$ cat src/rtl/rv_pipe_ctrl_if.sv
// Control bundle between the alu1 front stage and the pipeline sequencing controller.
// The master side drives the hazard/event sources; the slave side (controller) returns stall/flush/redirect.
interface rv_pipe_ctrl_if #(
   parameter int unsigned IADDR_SPACE_BITS = 32
);
   logic                        i_dec_valid;
   logic [4:0]                  i_dec_rs1;
   logic [4:0]                  i_dec_rs2;
   logic                        i_alu1_valid;
   logic [4:0]                  i_alu1_rd;
   logic                        i_alu1_load;
   logic                        i_alu1_inst_jal_jalr;
   logic                        i_alu1_inst_branch;
   logic                        i_alu1_branch_pred;
   logic                        i_alu1_branch_taken;
   logic [IADDR_SPACE_BITS-1:0] i_alu1_pc;
   logic [IADDR_SPACE_BITS-1:0] i_alu1_pc_next;
   logic [IADDR_SPACE_BITS-1:0] i_alu1_pc_target;
   logic                        i_alu1_to_trap;
   logic [IADDR_SPACE_BITS-1:0] i_trap_vec;
   logic                        i_retire_empty;
   logic                        i_mem_busy;

   logic                        o_stall_fetch;
   logic                        o_stall_decode;
   logic                        o_stall_alu1;
   logic                        o_flush_decode;
   logic                        o_flush_alu1;
   logic                        o_pc_redirect;
   logic [IADDR_SPACE_BITS-1:0] o_pc_redirect_addr;
   logic                        o_trap_enter;
   logic [IADDR_SPACE_BITS-1:0] o_mepc;
   logic                        o_drain_timeout;

   modport master (
      output i_dec_valid, i_dec_rs1, i_dec_rs2, i_alu1_valid, i_alu1_rd, i_alu1_load,
             i_alu1_inst_jal_jalr, i_alu1_inst_branch, i_alu1_branch_pred, i_alu1_branch_taken,
             i_alu1_pc, i_alu1_pc_next, i_alu1_pc_target, i_alu1_to_trap, i_trap_vec,
             i_retire_empty, i_mem_busy,
      input  o_stall_fetch, o_stall_decode, o_stall_alu1, o_flush_decode, o_flush_alu1,
             o_pc_redirect, o_pc_redirect_addr, o_trap_enter, o_mepc, o_drain_timeout
   );

   modport slave (
      input  i_dec_valid, i_dec_rs1, i_dec_rs2, i_alu1_valid, i_alu1_rd, i_alu1_load,
             i_alu1_inst_jal_jalr, i_alu1_inst_branch, i_alu1_branch_pred, i_alu1_branch_taken,
             i_alu1_pc, i_alu1_pc_next, i_alu1_pc_target, i_alu1_to_trap, i_trap_vec,
             i_retire_empty, i_mem_busy,
      output o_stall_fetch, o_stall_decode, o_stall_alu1, o_flush_decode, o_flush_alu1,
             o_pc_redirect, o_pc_redirect_addr, o_trap_enter, o_mepc, o_drain_timeout
   );
endinterface

$ cat src/rtl/rv_pipe_ctrl.sv
// Pipeline sequencing controller for alu1: load-use bubbles, mispredict redirects and
// trap entry through a drain phase that waits for older instructions to retire.
module rv_pipe_ctrl #(
   parameter int unsigned IADDR_SPACE_BITS = 32,
   parameter int unsigned LOAD_USE_STALL   = 1,
   parameter int unsigned DRAIN_TIMEOUT    = 15
) (
   input  logic          i_clk,
   input  logic          i_reset,
   rv_pipe_ctrl_if.slave bus
);

   typedef enum logic [1:0] {
      RUN,
      LU_STALL,
      DRAIN,
      TRAP_REDIR
   } state_t;

   localparam logic [7:0] LU_LAST    = 8'(LOAD_USE_STALL - 1);
   localparam logic [7:0] DRAIN_LAST = 8'(DRAIN_TIMEOUT - 1);

   state_t                      state;
   logic [7:0]                  cnt;
   logic [IADDR_SPACE_BITS-1:0] mepc_q;
   logic                        timeout_q;

   logic                        trap_hit;
   logic                        mispredict;
   logic                        load_use;
   logic [IADDR_SPACE_BITS-1:0] mp_target;

   logic                        stall_f, stall_d, stall_a;
   logic                        flush_d, flush_a;
   logic                        redirect;
   logic [IADDR_SPACE_BITS-1:0] redirect_addr;
   logic                        trap_enter;

   always_comb begin
      trap_hit   = bus.i_alu1_valid & bus.i_alu1_to_trap;
      mispredict = bus.i_alu1_valid &
                   ((bus.i_alu1_inst_branch & (bus.i_alu1_branch_taken != bus.i_alu1_branch_pred)) |
                    (bus.i_alu1_inst_jal_jalr & ~bus.i_alu1_branch_pred));
      load_use   = bus.i_alu1_valid & bus.i_alu1_load & (bus.i_alu1_rd != 5'd0) & bus.i_dec_valid &
                   ((bus.i_alu1_rd == bus.i_dec_rs1) | (bus.i_alu1_rd == bus.i_dec_rs2));
      mp_target  = (bus.i_alu1_inst_jal_jalr | (bus.i_alu1_inst_branch & bus.i_alu1_branch_taken)) ?
                   bus.i_alu1_pc_target : bus.i_alu1_pc_next;
   end

   // TRAP_REDIR always completes in one cycle; every other state freezes while memory is busy.
   always_ff @(posedge i_clk or posedge i_reset) begin
      if (i_reset) begin
         state     <= RUN;
         cnt       <= '0;
         mepc_q    <= '0;
         timeout_q <= 1'b0;
      end else if (state == TRAP_REDIR) begin
         state <= RUN;
      end else if (!bus.i_mem_busy) begin
         unique case (state)
            RUN: begin
               if (trap_hit) begin
                  mepc_q <= bus.i_alu1_pc;
                  cnt    <= '0;
                  state  <= DRAIN;
               end else if (!mispredict && load_use && (LOAD_USE_STALL > 1)) begin
                  cnt   <= 8'd1;
                  state <= LU_STALL;
               end
            end
            LU_STALL: begin
               if (cnt == LU_LAST) state <= RUN;
               else                cnt   <= cnt + 8'd1;
            end
            DRAIN: begin
               if (bus.i_retire_empty) begin
                  state <= TRAP_REDIR;
               end else if (cnt == DRAIN_LAST) begin
                  timeout_q <= 1'b1;
                  state     <= TRAP_REDIR;
               end else begin
                  cnt <= cnt + 8'd1;
               end
            end
            default: state <= RUN;
         endcase
      end
   end

   always_comb begin
      stall_f       = 1'b0;
      stall_d       = 1'b0;
      stall_a       = 1'b0;
      flush_d       = 1'b0;
      flush_a       = 1'b0;
      redirect      = 1'b0;
      redirect_addr = '0;
      trap_enter    = 1'b0;
      if (!i_reset) begin
         if (state == TRAP_REDIR) begin
            redirect      = 1'b1;
            redirect_addr = bus.i_trap_vec;
            trap_enter    = 1'b1;
            flush_d       = 1'b1;
            flush_a       = 1'b1;
         end else if (bus.i_mem_busy) begin
            stall_f = 1'b1;
            stall_d = 1'b1;
            stall_a = 1'b1;
         end else begin
            unique case (state)
               RUN: begin
                  if (!trap_hit) begin
                     if (mispredict) begin
                        redirect      = 1'b1;
                        redirect_addr = mp_target;
                        flush_d       = 1'b1;
                        flush_a       = 1'b1;
                     end else if (load_use) begin
                        stall_f = 1'b1;
                        stall_d = 1'b1;
                        flush_a = 1'b1;
                     end
                  end
               end
               LU_STALL: begin
                  stall_f = 1'b1;
                  stall_d = 1'b1;
                  flush_a = 1'b1;
               end
               DRAIN: begin
                  stall_f = 1'b1;
                  flush_d = 1'b1;
                  flush_a = 1'b1;
               end
               default: ;
            endcase
         end
      end
   end

   assign bus.o_stall_fetch      = stall_f;
   assign bus.o_stall_decode     = stall_d;
   assign bus.o_stall_alu1       = stall_a;
   assign bus.o_flush_decode     = flush_d;
   assign bus.o_flush_alu1       = flush_a;
   assign bus.o_pc_redirect      = redirect;
   assign bus.o_pc_redirect_addr = redirect_addr;
   assign bus.o_trap_enter       = trap_enter;
   assign bus.o_mepc             = mepc_q;
   assign bus.o_drain_timeout    = timeout_q;

endmodule

$ cat src/flat_wrapper.sv
// flat-port wrapper written by rule: the top's interface ports become plain ports
module rv_pipe_ctrl_flat 
#(
   parameter int unsigned IADDR_SPACE_BITS = 32,
   parameter int unsigned LOAD_USE_STALL   = 1,
   parameter int unsigned DRAIN_TIMEOUT    = 15
)
  (i_clk, i_reset, bus_i_dec_valid, bus_i_dec_rs1, bus_i_dec_rs2, bus_i_alu1_valid, bus_i_alu1_rd, bus_i_alu1_load, bus_i_alu1_inst_jal_jalr, bus_i_alu1_inst_branch, bus_i_alu1_branch_pred, bus_i_alu1_branch_taken, bus_i_alu1_pc, bus_i_alu1_pc_next, bus_i_alu1_pc_target, bus_i_alu1_to_trap, bus_i_trap_vec, bus_i_retire_empty, bus_i_mem_busy, bus_o_stall_fetch, bus_o_stall_decode, bus_o_stall_alu1, bus_o_flush_decode, bus_o_flush_alu1, bus_o_pc_redirect, bus_o_pc_redirect_addr, bus_o_trap_enter, bus_o_mepc, bus_o_drain_timeout);
  rv_pipe_ctrl_if #(.IADDR_SPACE_BITS(IADDR_SPACE_BITS)) bus_i ();
  input  logic i_clk;
  input  logic i_reset;
  input wire logic [$bits(bus_i.i_dec_valid)-1:0] bus_i_dec_valid;
  input wire logic [$bits(bus_i.i_dec_rs1)-1:0] bus_i_dec_rs1;
  input wire logic [$bits(bus_i.i_dec_rs2)-1:0] bus_i_dec_rs2;
  input wire logic [$bits(bus_i.i_alu1_valid)-1:0] bus_i_alu1_valid;
  input wire logic [$bits(bus_i.i_alu1_rd)-1:0] bus_i_alu1_rd;
  input wire logic [$bits(bus_i.i_alu1_load)-1:0] bus_i_alu1_load;
  input wire logic [$bits(bus_i.i_alu1_inst_jal_jalr)-1:0] bus_i_alu1_inst_jal_jalr;
  input wire logic [$bits(bus_i.i_alu1_inst_branch)-1:0] bus_i_alu1_inst_branch;
  input wire logic [$bits(bus_i.i_alu1_branch_pred)-1:0] bus_i_alu1_branch_pred;
  input wire logic [$bits(bus_i.i_alu1_branch_taken)-1:0] bus_i_alu1_branch_taken;
  input wire logic [$bits(bus_i.i_alu1_pc)-1:0] bus_i_alu1_pc;
  input wire logic [$bits(bus_i.i_alu1_pc_next)-1:0] bus_i_alu1_pc_next;
  input wire logic [$bits(bus_i.i_alu1_pc_target)-1:0] bus_i_alu1_pc_target;
  input wire logic [$bits(bus_i.i_alu1_to_trap)-1:0] bus_i_alu1_to_trap;
  input wire logic [$bits(bus_i.i_trap_vec)-1:0] bus_i_trap_vec;
  input wire logic [$bits(bus_i.i_retire_empty)-1:0] bus_i_retire_empty;
  input wire logic [$bits(bus_i.i_mem_busy)-1:0] bus_i_mem_busy;
  output wire logic [$bits(bus_i.o_stall_fetch)-1:0] bus_o_stall_fetch;
  output wire logic [$bits(bus_i.o_stall_decode)-1:0] bus_o_stall_decode;
  output wire logic [$bits(bus_i.o_stall_alu1)-1:0] bus_o_stall_alu1;
  output wire logic [$bits(bus_i.o_flush_decode)-1:0] bus_o_flush_decode;
  output wire logic [$bits(bus_i.o_flush_alu1)-1:0] bus_o_flush_alu1;
  output wire logic [$bits(bus_i.o_pc_redirect)-1:0] bus_o_pc_redirect;
  output wire logic [$bits(bus_i.o_pc_redirect_addr)-1:0] bus_o_pc_redirect_addr;
  output wire logic [$bits(bus_i.o_trap_enter)-1:0] bus_o_trap_enter;
  output wire logic [$bits(bus_i.o_mepc)-1:0] bus_o_mepc;
  output wire logic [$bits(bus_i.o_drain_timeout)-1:0] bus_o_drain_timeout;
  assign bus_i.i_dec_valid = bus_i_dec_valid;
  assign bus_i.i_dec_rs1 = bus_i_dec_rs1;
  assign bus_i.i_dec_rs2 = bus_i_dec_rs2;
  assign bus_i.i_alu1_valid = bus_i_alu1_valid;
  assign bus_i.i_alu1_rd = bus_i_alu1_rd;
  assign bus_i.i_alu1_load = bus_i_alu1_load;
  assign bus_i.i_alu1_inst_jal_jalr = bus_i_alu1_inst_jal_jalr;
  assign bus_i.i_alu1_inst_branch = bus_i_alu1_inst_branch;
  assign bus_i.i_alu1_branch_pred = bus_i_alu1_branch_pred;
  assign bus_i.i_alu1_branch_taken = bus_i_alu1_branch_taken;
  assign bus_i.i_alu1_pc = bus_i_alu1_pc;
  assign bus_i.i_alu1_pc_next = bus_i_alu1_pc_next;
  assign bus_i.i_alu1_pc_target = bus_i_alu1_pc_target;
  assign bus_i.i_alu1_to_trap = bus_i_alu1_to_trap;
  assign bus_i.i_trap_vec = bus_i_trap_vec;
  assign bus_i.i_retire_empty = bus_i_retire_empty;
  assign bus_i.i_mem_busy = bus_i_mem_busy;
  assign bus_o_stall_fetch = bus_i.o_stall_fetch;
  assign bus_o_stall_decode = bus_i.o_stall_decode;
  assign bus_o_stall_alu1 = bus_i.o_stall_alu1;
  assign bus_o_flush_decode = bus_i.o_flush_decode;
  assign bus_o_flush_alu1 = bus_i.o_flush_alu1;
  assign bus_o_pc_redirect = bus_i.o_pc_redirect;
  assign bus_o_pc_redirect_addr = bus_i.o_pc_redirect_addr;
  assign bus_o_trap_enter = bus_i.o_trap_enter;
  assign bus_o_mepc = bus_i.o_mepc;
  assign bus_o_drain_timeout = bus_i.o_drain_timeout;
  rv_pipe_ctrl #(.IADDR_SPACE_BITS(IADDR_SPACE_BITS), .LOAD_USE_STALL(LOAD_USE_STALL), .DRAIN_TIMEOUT(DRAIN_TIMEOUT)) u_core (.i_clk(i_clk), .i_reset(i_reset), .bus(bus_i));
endmodule
$ cat config.mk
export PLATFORM = sky130hd
export DESIGN_NAME = rv_pipe_ctrl_flat
export DESIGN_NICKNAME = d
export VERILOG_FILES = /design/src/rtl/rv_pipe_ctrl_if.sv /design/src/rtl/rv_pipe_ctrl.sv /design/src/flat_wrapper.sv
export SDC_FILE = /design/constraint.sdc
export NUM_CORES = 1
export LEC_CHECK = 0
export ABC_AREA = 1
export CAP_MARGIN = 20
export CELL_PAD_IN_SITES_DETAIL_PLACEMENT = 1
export CELL_PAD_IN_SITES_GLOBAL_PLACEMENT = 1
export CORE_ASPECT_RATIO = 1.4
export CORE_MARGIN = 1
export CORE_UTILIZATION = 21
export DETAILED_ROUTE_END_ITERATION = 7
export PLACE_DENSITY_LB_ADDON = 0.05
export SLEW_MARGIN = 20
export SYNTH_ARGS = -nofsm -noshare
export SYNTH_HDL_FRONTEND = slang
export SYNTH_SLANG_ARGS = --single-unit
$ cat constraint.sdc
create_clock -name i_clk -period 1.45 [get_ports i_clk]
set_input_delay 0.145 -clock i_clk [delete_from_list [all_inputs] [get_ports i_clk]]
set_output_delay 0.145 -clock i_clk [all_outputs]
set_load 0.02 [all_outputs]
==> results.ini, run 1 <==
[run_status]
outcome = finished with violations
violations = setup timing

[sta]
fmax_mhz = 499
min_period_over_period_pct = 138
relSlewSlack_pct = 61.9
fin_crit_ns = 2.01
hold_viol = 0
drv_slew = 0
grt_setup_unrepaired = yes
worst_slew_pin_slew_ns = 0.571
finalSetupViolCount = 82
fin_ws_ns = -0.556
hold_slack_ns = 0.461
skew_ns = 0.00746

[global_routing]
grt-ovfl-total = 0
antenna_found_initial = 0
grt_pass1_wl_um = 22300
grtUsageTotal_pct = 17.8
grt_pass1_vias = 4332
grt_max_degree = 44

[floorplanning]
initial_core_util_pct = 21.7
die_width_um = 108
rows = 53
die_h_um = 150
core_area_um2 = 15100
ios = 227
die-area_um2 = 16100

[synthesis]
synth.avg_cell_area_um2 = 7.22
synth_nets = 617
synthCells = 455
synth_cell_types = 29
ys_seq_elements = 43
yosys.area.top_type = dfrtp_1
synth.top_cell.area_share_pct = 32.8
netlist_area_um2 = 3280
seq_area_frac_synth_pct = 32.8
yosysWarnings = 0
ys_top_cells_by_area = dfrtp_1 33%, nand2_1 25%, mux2_4 14%

[clocking]
tritoncts_num_sinks = 43
cts_root_buf = clkbuf_16
htree_num_levels = 2
cts-buffers-inserted = 5
cts_hold_buf = 0
path_clk_slew_ns = 0.07
cts_tree = yes
cts_max_path_buffers = 2
clock_latency_ns = 0.29

[power_and_ir_drop]
clockPowerShare_pct = 12.8
seqPwrFrac_pct = 22.8
ir_drop_mv = 1.11
power_w = 0.00904
intPower_w = 0.00553
swShare_pct = 38.9
power.switching_w = 0.00351
power.static_leakage_nw = 3.49
pwr-share-comb_pct = 64.4
power_density_nw_per_um2 = 1280

[drt]
routed_wl_um = 15800
ant_nets = 0
route.vias.total = 4108
drtIter0Drc = 72
first_pass_iters = 4
drc = 0
viasPerCell = 4.35
wl_per_cell_um = 16.7

[layout]
multi_input_area_um2 = 2340
n_fill_cell = 1792
layout.cells.non_filler = 945
syn2layout_area_growth_pct = 116
ff_latch_area_um2 = 1080
antenna_cells = 0
nNetsFinal = 914
drive_gt1_share_pct = 33.7

[setup_path]
criticalPathCategory = reg2out
end_kind = primary output
required_ns = 1.31
cp-start-kind = flop
arrival_ns = 1.86
path_max_fanout = 4

[placement]
dp_hpwl_um = 11700
port_buffers = 226
gp_congestion = 0.784
dp.cells = 904
post-place-ws_ns = -0.914

[job]
max-cap-violations = 0

[min_path]
min_path_type = in2reg

==> path summary, 6_finish.rpt <==
kind / to / slack (ns) / depth (start not counted) / startpoint
worst max-delay path: bus_o_pc_redirect_addr[17] / -0.56 / 10 / u_core.state[0]$_DFFE_PP0P_
min in group asynchronous: u_core.bus.o_drain_timeout$_DFFE_PP0P_ / 0.70 / 4 / i_reset
worst min register to register: u_core.bus.o_drain_timeout$_DFFE_PP0P_ / 0.48 / 1 / u_core.bus.o_drain_timeout$_DFFE_PP0P_
worst min-delay path: u_core.bus.o_mepc[4]$_DFFE_PP0P_ / 0.46 / 2 / bus_i_alu1_pc[4]
worst max register to register: u_core.bus.o_mepc[2]$_DFFE_PP0P_ / -0.44 / 8 / u_core.state[0]$_DFFE_PP0P_
max in group asynchronous: u_core.bus.o_mepc[9]$_DFFE_PP0P_ / 0.36 / 4 / i_reset
==> final cells by class <==
cell class | instances | share of cell area (%)
clock buffer | 5 | 1.77
clock inverter | 3 | 0.353
inverter | 30 | 1.71
multi-input combinational | 363 | 33.0
sequential | 43 | 15.2
tap | 192 | 3.39
timing repair buffer | 309 | 44.6
==> power groups by stage <==
| stage | Clock (W) | Sequential, W | Combinational [W] |
|---|---|---|---|
| final | 0.00116 | 0.00206 | 0.00582 |
| after detailed placement | 0 | 0.00207 | 0.00526 |
| after global routing | 0.00124 | 0.00213 | 0.00623 |
| after floorplan | 0 | 0.00262 | 0.00213 |
| after global placement | 0 | 0.00206 | 0.00518 |
| after CTS | 0.00120 | 0.00208 | 0.00546 |
==> sequential cells by signal, indices dropped and copies added, names as in the netlist <==
register,cells
u_core.cnt,8
u_core.bus.o_mepc,32
u_core.bus.o_drain_timeout,1
u_core.state,2
==> worst max-delay path, stage by stage (launching register included) <==
cell	delay (ns)
dfrtp_1	0.41
inv_2	0.09
ha_4	0.15
nand2_4	0.06
nor3_4	0.23
buf_12	0.14
buf_8	0.11
buf_4	0.11
nand3_2	0.06
nand2_2	0.08
buf_6	0.11
==> per-stage QoR <==
stage / TNS, ns / util (%) / instance area, um2
final: -34.62 / 46.9 / 7090
after global routing: -40.36 / 46.9 / 7090
after CTS: -31.30 / 43.4 / 6570
after detailed placement: -46.95 / 41.6 / 6290
after global placement: -45.51 / 41.6 / 6290
after floorplan: -1.79 / - / 3470
==> cells by family (layout without fill, tap and decap cells) <==
kind of cell             after synthesis  in the layout  synth area share [%]
XOR/XNOR                               7              7                  1.87
AND/OR/NAND/NOR                      295            295                  37.2
adder cells (fa/ha/maj)                7              7                  2.67
AO/OA/AOI/OAI                         22             22                  4.34
multiplexers                          32             32                  14.4
flip-flops                            43             43                  32.8
buffers and inverters                 49            347                  6.78
==> cell usage in the layout (no fill, tap or decap), drive strengths merged <==
cell type      synthesis  routed
xnor2                  3       3
clkdlybuf4s50          0     173
clkinvlp               0       2
dlymetal6s2s           0      11
o21ai                 12      12
a31o                   1       1
buf                   11     120
or2                    1       1
inv                   27      26
nand4                  2       2
ha                     7       7
dfrtp                 43      43
xor2                   4       4
nand2                223     223
a21oi                  7       7
nor3                   4       4
dlygate4sd2            0       3
nand3                 39      39
mux2                  32      32
clkbuf                 8       7
nor2                  26      26
clkinv                 3       5
o211ai                 2       2
==> synthesized netlist by cell type (all sizes together) <==
cell and n:
clkinv 3, clkbuf 8, o211ai 2, xor2 4, dfrtp 43, nor3 4
ha 7, buf 11, a31o 1, mux2 32, or2 1, nand2 223
nor2 26, a21oi 7, nand4 2, inv 27, xnor2 3, nand3 39
o21ai 12
==> what timing repair did <==
item	4_1_cts	5_1_grt
hold endpoints to repair	0	0
cloned	1	3
gates resized for setup	213	96
buffers inserted	11	19
endpoints found under the setup margin	84	92
pin swaps	13	22
==> routing by layer <==
metal	wire length, um	GRT usage [%]
met5	0	0
met4	407	6.16
met3	1000	3.48
met2	8520	34.1
met1	5820	18.9
Power figures use the tool's default switching activity.
==> inputs of run 2 (changes only) <==
--- a/config.mk
+++ b/config.mk
@@ -13,7 +13,7 @@
 export CORE_MARGIN = 1
 export CORE_UTILIZATION = 21
 export DETAILED_ROUTE_END_ITERATION = 7
-export PLACE_DENSITY_LB_ADDON = 0.05
+export PLACE_DENSITY = 0.74
 export SLEW_MARGIN = 20
 export SYNTH_ARGS = -nofsm -noshare
 export SYNTH_HDL_FRONTEND = slang
==> run 2 against run 1 <==
- cell area up 5.3%
- largest cell class unchanged
- the flow still finishes with violations (setup timing)
- wire length grew 5.3%
- worst setup slack worse by 0.0088 ns
==> results.ini, run 2 (synthesized netlist as in run 1, its figures left out) <==
[global_routing]
grtUsageTotal_pct = 19.4  ; was 17.8%
antenna_found_initial = 0  ; unchanged
grt_pass1_vias = 4740  ; was 4332
grt-ovfl-total = 0  ; unchanged
grt_pass1_wl_um = 24200  ; was 22300 um
grt_max_degree = 44  ; unchanged

[run_status]
outcome = finished with violations  ; unchanged
violations = setup timing  ; unchanged

[power_and_ir_drop]
swShare_pct = 38.6  ; was 38.9%
power.static_leakage_nw = 3.62  ; was 3.49 nW
seqPwrFrac_pct = 22.1  ; was 22.8%
pwr-share-comb_pct = 66.3  ; was 64.4%
power.switching_w = 0.00369  ; was 0.00351 W
ir_drop_mv = 0.882  ; was 1.11 mV
intPower_w = 0.00587  ; was 0.00553 W
clockPowerShare_pct = 11.6  ; was 12.8%
power_density_nw_per_um2 = 1280  ; about the same

[sta]
relSlewSlack_pct = 63.4  ; was 61.9%
grt_setup_unrepaired = yes  ; unchanged
finalSetupViolCount = 82  ; unchanged
hold_viol = 0  ; unchanged
drv_slew = 0  ; unchanged
fin_crit_ns = 2.01  ; about the same
min_period_over_period_pct = 139  ; was 138%
fin_ws_ns = -0.564  ; was -0.556 ns
worst_slew_pin_slew_ns = 0.550  ; was 0.571 ns
skew_ns = 0.00237  ; was 0.00746 ns
fmax_mhz = 496  ; was 499 MHz

[layout]
antenna_cells = 0  ; unchanged
final_cell_mix = 175 x clkdlybuf4s50_1, 169 x nand2_1, 56 x buf_4  ; was 183 x nand2_1, 173 x clkdlybuf4s50_1, 62 x buf_4
largest_register_ffs = 32  ; unchanged
ff_latch_area_um2 = 1080  ; about the same
layout.cells.non_filler = 952  ; was 945
drive_gt1_share_pct = 37.8  ; was 33.7%
n_fill_cell = 1721  ; was 1792
nNetsFinal = 922  ; was 914
post-route-util_pct = 49.4  ; was 46.9%
multi_input_area_um2 = 2510  ; was 2340 um2
syn2layout_area_growth_pct = 127  ; was 116%
finalInstanceArea_um2 = 7460  ; was 7090 um2
layout_commonest_cell = clkdlybuf4s50_1  ; was nand2_1

[floorplanning]
initial_core_util_pct = 21.7  ; unchanged
core_area_um2 = 15100  ; unchanged
ios = 227  ; unchanged
die-area_um2 = 16100  ; unchanged
rows = 53  ; unchanged
die_h_um = 150  ; unchanged
die_width_um = 108  ; unchanged

[drt]
drtIter0Drc = 89  ; was 72
routed_wl_um = 16600  ; was 15800 um
first_pass_iters = 4  ; unchanged
drc = 0  ; unchanged
route.vias.total = 4332  ; was 4108
wl_per_cell_um = 17.4  ; was 16.7 um
ant_nets = 0  ; unchanged
viasPerCell = 4.55  ; was 4.35

[clocking]
cts_root_buf = clkbuf_16  ; unchanged
tritoncts_num_sinks = 43  ; unchanged
cts_max_path_buffers = 2  ; unchanged
cts-buffers-inserted = 5  ; unchanged
htree_num_levels = 2  ; unchanged
clock_latency_ns = 0.28  ; was 0.29 ns
path_clk_slew_ns = 0.06  ; was 0.07 ns
cts_tree = yes  ; unchanged

[setup_path]
criticalPathCategory = reg2out  ; unchanged
path_max_fanout = 4  ; unchanged
cp-start-kind = flop  ; unchanged
end_kind = primary output  ; unchanged
required_ns = 1.31  ; about the same
arrival_ns = 1.87  ; was 1.86 ns

[placement]
placed_cell_area_um2 = 6330  ; was 6290 um2
gp_congestion = 0.816  ; was 0.784
dp_hpwl_um = 11500  ; was 11700 um
dp.cells = 910  ; was 904
port_buffers = 226  ; unchanged

[job]
max-cap-violations = 0  ; unchanged

[min_path]
min_path_type = reg2reg  ; was in2reg

run 2: cell types whose count changed in the layout (fill, tap and decap cells not counted), sizes merged:
cell           before  now
buf               120  130
clkinvlp            2    1
dlymetal6s2s       11   10
clkdlybuf4s50     173  175
clkbuf              7    6
inv                26   27
dlygate4sd2         3    2
clkinv              5    3
run 2: per-stage QoR:
stage	TNS (ns)	power [W]	hold WS (ns)	worst slack, ns
final	-33.33	0.00956	0.473	-0.564
after global routing	-39.00	0.0101	0.474	-0.666
after CTS	-34.43	0.00917	0.467	-0.531
after detailed placement	-50.66	0.00739	0.464	-0.879
after global placement	-49.77	0.00723	0.471	-0.850
after floorplan	-1.79	0.00475	0.147	-0.0409
run 2: timing repair:
action	CTS	global route
setup endpoints to repair	83	92
buffers inserted	16	12
cloned	8	1
pin swaps	16	20
hold buffers	0	0
gates resized for setup	256	104
run 2: routing by layer:
layer / global-route usage (%) / routed length (um)
met1: 18.7 / 5810
met2: 39.4 / 9120
met5: 0 / 0
met4: 5.41 / 331
met3: 4.97 / 1330
run 2: layout make-up:
cell class              count  share of cell area [%]
multi-input cells         363                    33.6
clock buffers               6                    1.86
repair buffers            317                    45.1
well taps                 192                    3.22
flip-flops and latches     43                    14.5
clock inverters             1                  0.0671
inverters                  30                    1.63
run 2: critical path, cell delays in order (launching register included):
cell	delay, ns
dfrtp_2	0.44
inv_2	0.10
ha_4	0.15
nand2_4	0.07
nor2_2	0.12
o21ai_1	0.10
inv_1	0.11
buf_4	0.13
nand3_4	0.10
a21oi_4	0.14
buf_6	0.13
run 2: path summary, 6_finish.rpt:
path                                                        startpoint                                     end  slack (ns)  cells past startpoint
min in group asynchronous                                      i_reset  u_core.bus.o_drain_timeout$_DFFE_PP0P_        0.70                      4
worst max-delay path                       u_core.state[0]$_DFFE_PP0P_                      bus_o_stall_decode       -0.56                     10
max in group asynchronous                                      i_reset             u_core.state[1]$_DFFE_PP0P_        0.34                      4
worst min register to register  u_core.bus.o_drain_timeout$_DFFE_PP0P_  u_core.bus.o_drain_timeout$_DFFE_PP0P_        0.47                      1
worst min-delay path            u_core.bus.o_drain_timeout$_DFFE_PP0P_  u_core.bus.o_drain_timeout$_DFFE_PP0P_        0.47                      1
worst max register to register             u_core.state[1]$_DFFE_PP0P_       u_core.bus.o_mepc[23]$_DFFE_PP0P_       -0.40                      8
run 2: power by group through the flow:
stage	Clock, W	Sequential [W]	Combinational, W
final	0.00111	0.00211	0.00634
after CTS	0.00114	0.00210	0.00593
after floorplan	0	0.00262	0.00213
after global placement	0	0.00208	0.00516
after detailed placement	0	0.00208	0.00531
after global routing	0.00119	0.00219	0.00674
==> inputs of run 3 (changes only) <==
--- a/config.mk
+++ b/config.mk
@@ -14,7 +14,7 @@
 export CORE_UTILIZATION = 21
 export DETAILED_ROUTE_END_ITERATION = 7
 export PLACE_DENSITY = 0.74
-export SLEW_MARGIN = 20
+export SLEW_MARGIN = 5
 export SYNTH_ARGS = -nofsm -noshare
 export SYNTH_HDL_FRONTEND = slang
 export SYNTH_SLANG_ARGS = --single-unit
==> results of run 3 <==
Same layout as run 2: the final DEF is identical, and so are final timing and power.
==> variant: new RTL, settings of run 1 <==
`LOAD_USE_STALL` is set to 1 in 2 places; all go to 0.
--- a/src/rtl/rv_pipe_ctrl.sv
+++ b/src/rtl/rv_pipe_ctrl.sv
@@ -4,3 +4,3 @@
    parameter int unsigned IADDR_SPACE_BITS = 32,
-   parameter int unsigned LOAD_USE_STALL   = 1,
+   parameter int unsigned LOAD_USE_STALL   = 0,
    parameter int unsigned DRAIN_TIMEOUT    = 15
--- a/src/flat_wrapper.sv
+++ b/src/flat_wrapper.sv
@@ -4,3 +4,3 @@
    parameter int unsigned IADDR_SPACE_BITS = 32,
-   parameter int unsigned LOAD_USE_STALL   = 1,
+   parameter int unsigned LOAD_USE_STALL   = 0,
    parameter int unsigned DRAIN_TIMEOUT    = 15
Function: no difference found for any inputs over 4 cycles, from zero or initial values and one cycle with i_reset high; that may be too few to reach the edited logic, so the function may still have changed.
==> variant against run 1 <==
Sequential cell count stayed put. Area after synthesis is 0.53% lower. Non-clock buffer count is 13 lower. Clock power is 11% higher. Power is 0.74% lower. Setup slack better by 0.059 ns. Largest cell class unchanged. Wire length is 3.0% lower. Critical path type unchanged. Critical path depth is 1 lower. Core utilization is 0.19 points higher. Via count hardly changed. The run still ends with setup timing left. Combinational power is 3% lower. Cell area is 0.41% higher. Critical endpoint is now bus_o_pc_redirect_addr[28]. Sequential share of layout area hardly changed.
==> variant: results <==
[drt]
met3_length_um = 922
wl_met2_um = 8120
vias_per_cell = 4.38
drtIter0Drc = 99
vias = 4104

[synth]
synthTopCellsByArea = dfrtp_1, nand2_1, mux2_4
synthTopCellsByCount = nand2_1, dfrtp_1, nand3_1, inv_1, mux2_4
postSynthAreaPerCell_um2 = 7.13
syn-num-nets = 619
synth_warnings = 0
ys_seq_area_share_pct = 33.0
yosysUniqueCellTypes = 30

[power]
combPwrFrac_pct = 63.1
comb-power_mw = 5.66
peakVddDrop_v = 0.000760
p_leak_nw = 3.39
power_frac_clock_pct = 14.4

[place]
dp_hpwl_um = 11100
postPlaceCellArea_um2 = 6200
gp_congestion = 0.807
dp.cells = 899
dp_slack_ns = -0.860

[grt]
met2_usage_pct = 33.4
grt_pass1_wl_um = 22400
grtUsageMet1_pct = 20.7
grt_use_total_pct = 17.8

[timing]
worst_pin_slew_ns = 0.572
setup_viol = 81
finClkSkew_ns = 0.00736
setup_slack_ns = -0.497
fin_hold_ws_ns = 0.475
tns_ns = -30.57

[finish]
syn2layout_area_growth_pct = 118
fin_nets = 905
drive_gt1_share_pct = 32.5
fill_cells = 1811

[worst_setup_path]
rrSetupSlack_ns = -0.39
slowest_stage = dfrtp_2
crit_fanout = 8
rr_worst_depth = 8
r2r-end = u_core.bus.o_mepc[7]
critPathArrivalTime_ns = 1.80
cp-endpoint = bus_o_pc_redirect_addr[28]

[status]
status = finished, violations left
violations = setup timing

[worst_hold_path]
min-delay-start = bus_i_alu1_pc[21]
whs_endpoint = u_core.bus.o_mepc[21]
==> variant: area by class of cell <==
cell class,count,share of cell area (%)
timing repair buffer,296,43.9
clock buffer,5,1.76
multi-input combinational,361,33.1
inverter,37,2.11
sequential,43,15.1
clock inverter,3,0.615
tap,192,3.38
==> variant: logic make-up (layout without fill, tap and decap cells) <==
logic type               Yosys count  in the layout  synth area share [%]
AND/OR/NAND/NOR                  295            296                  37.7
buffers and inverters             55            341                  7.24
flip-flops                        43             43                  33.0
multiplexers                      32             32                  14.5
AO/OA/AOI/OAI                     22             22                  4.02
adder cells (fa/ha/maj)            6              6                  2.30
XOR/XNOR                           5              5                  1.34
==> variant: timing repair <==
item / 4_1_cts / 5_1_grt
pin swaps: 18 / 30
gates cloned: 6 / 4
gates resized for setup: 257 / 82
setup endpoints to repair: 81 / 83
hold buffers: 0 / 0
setup buffers: 19 / 13
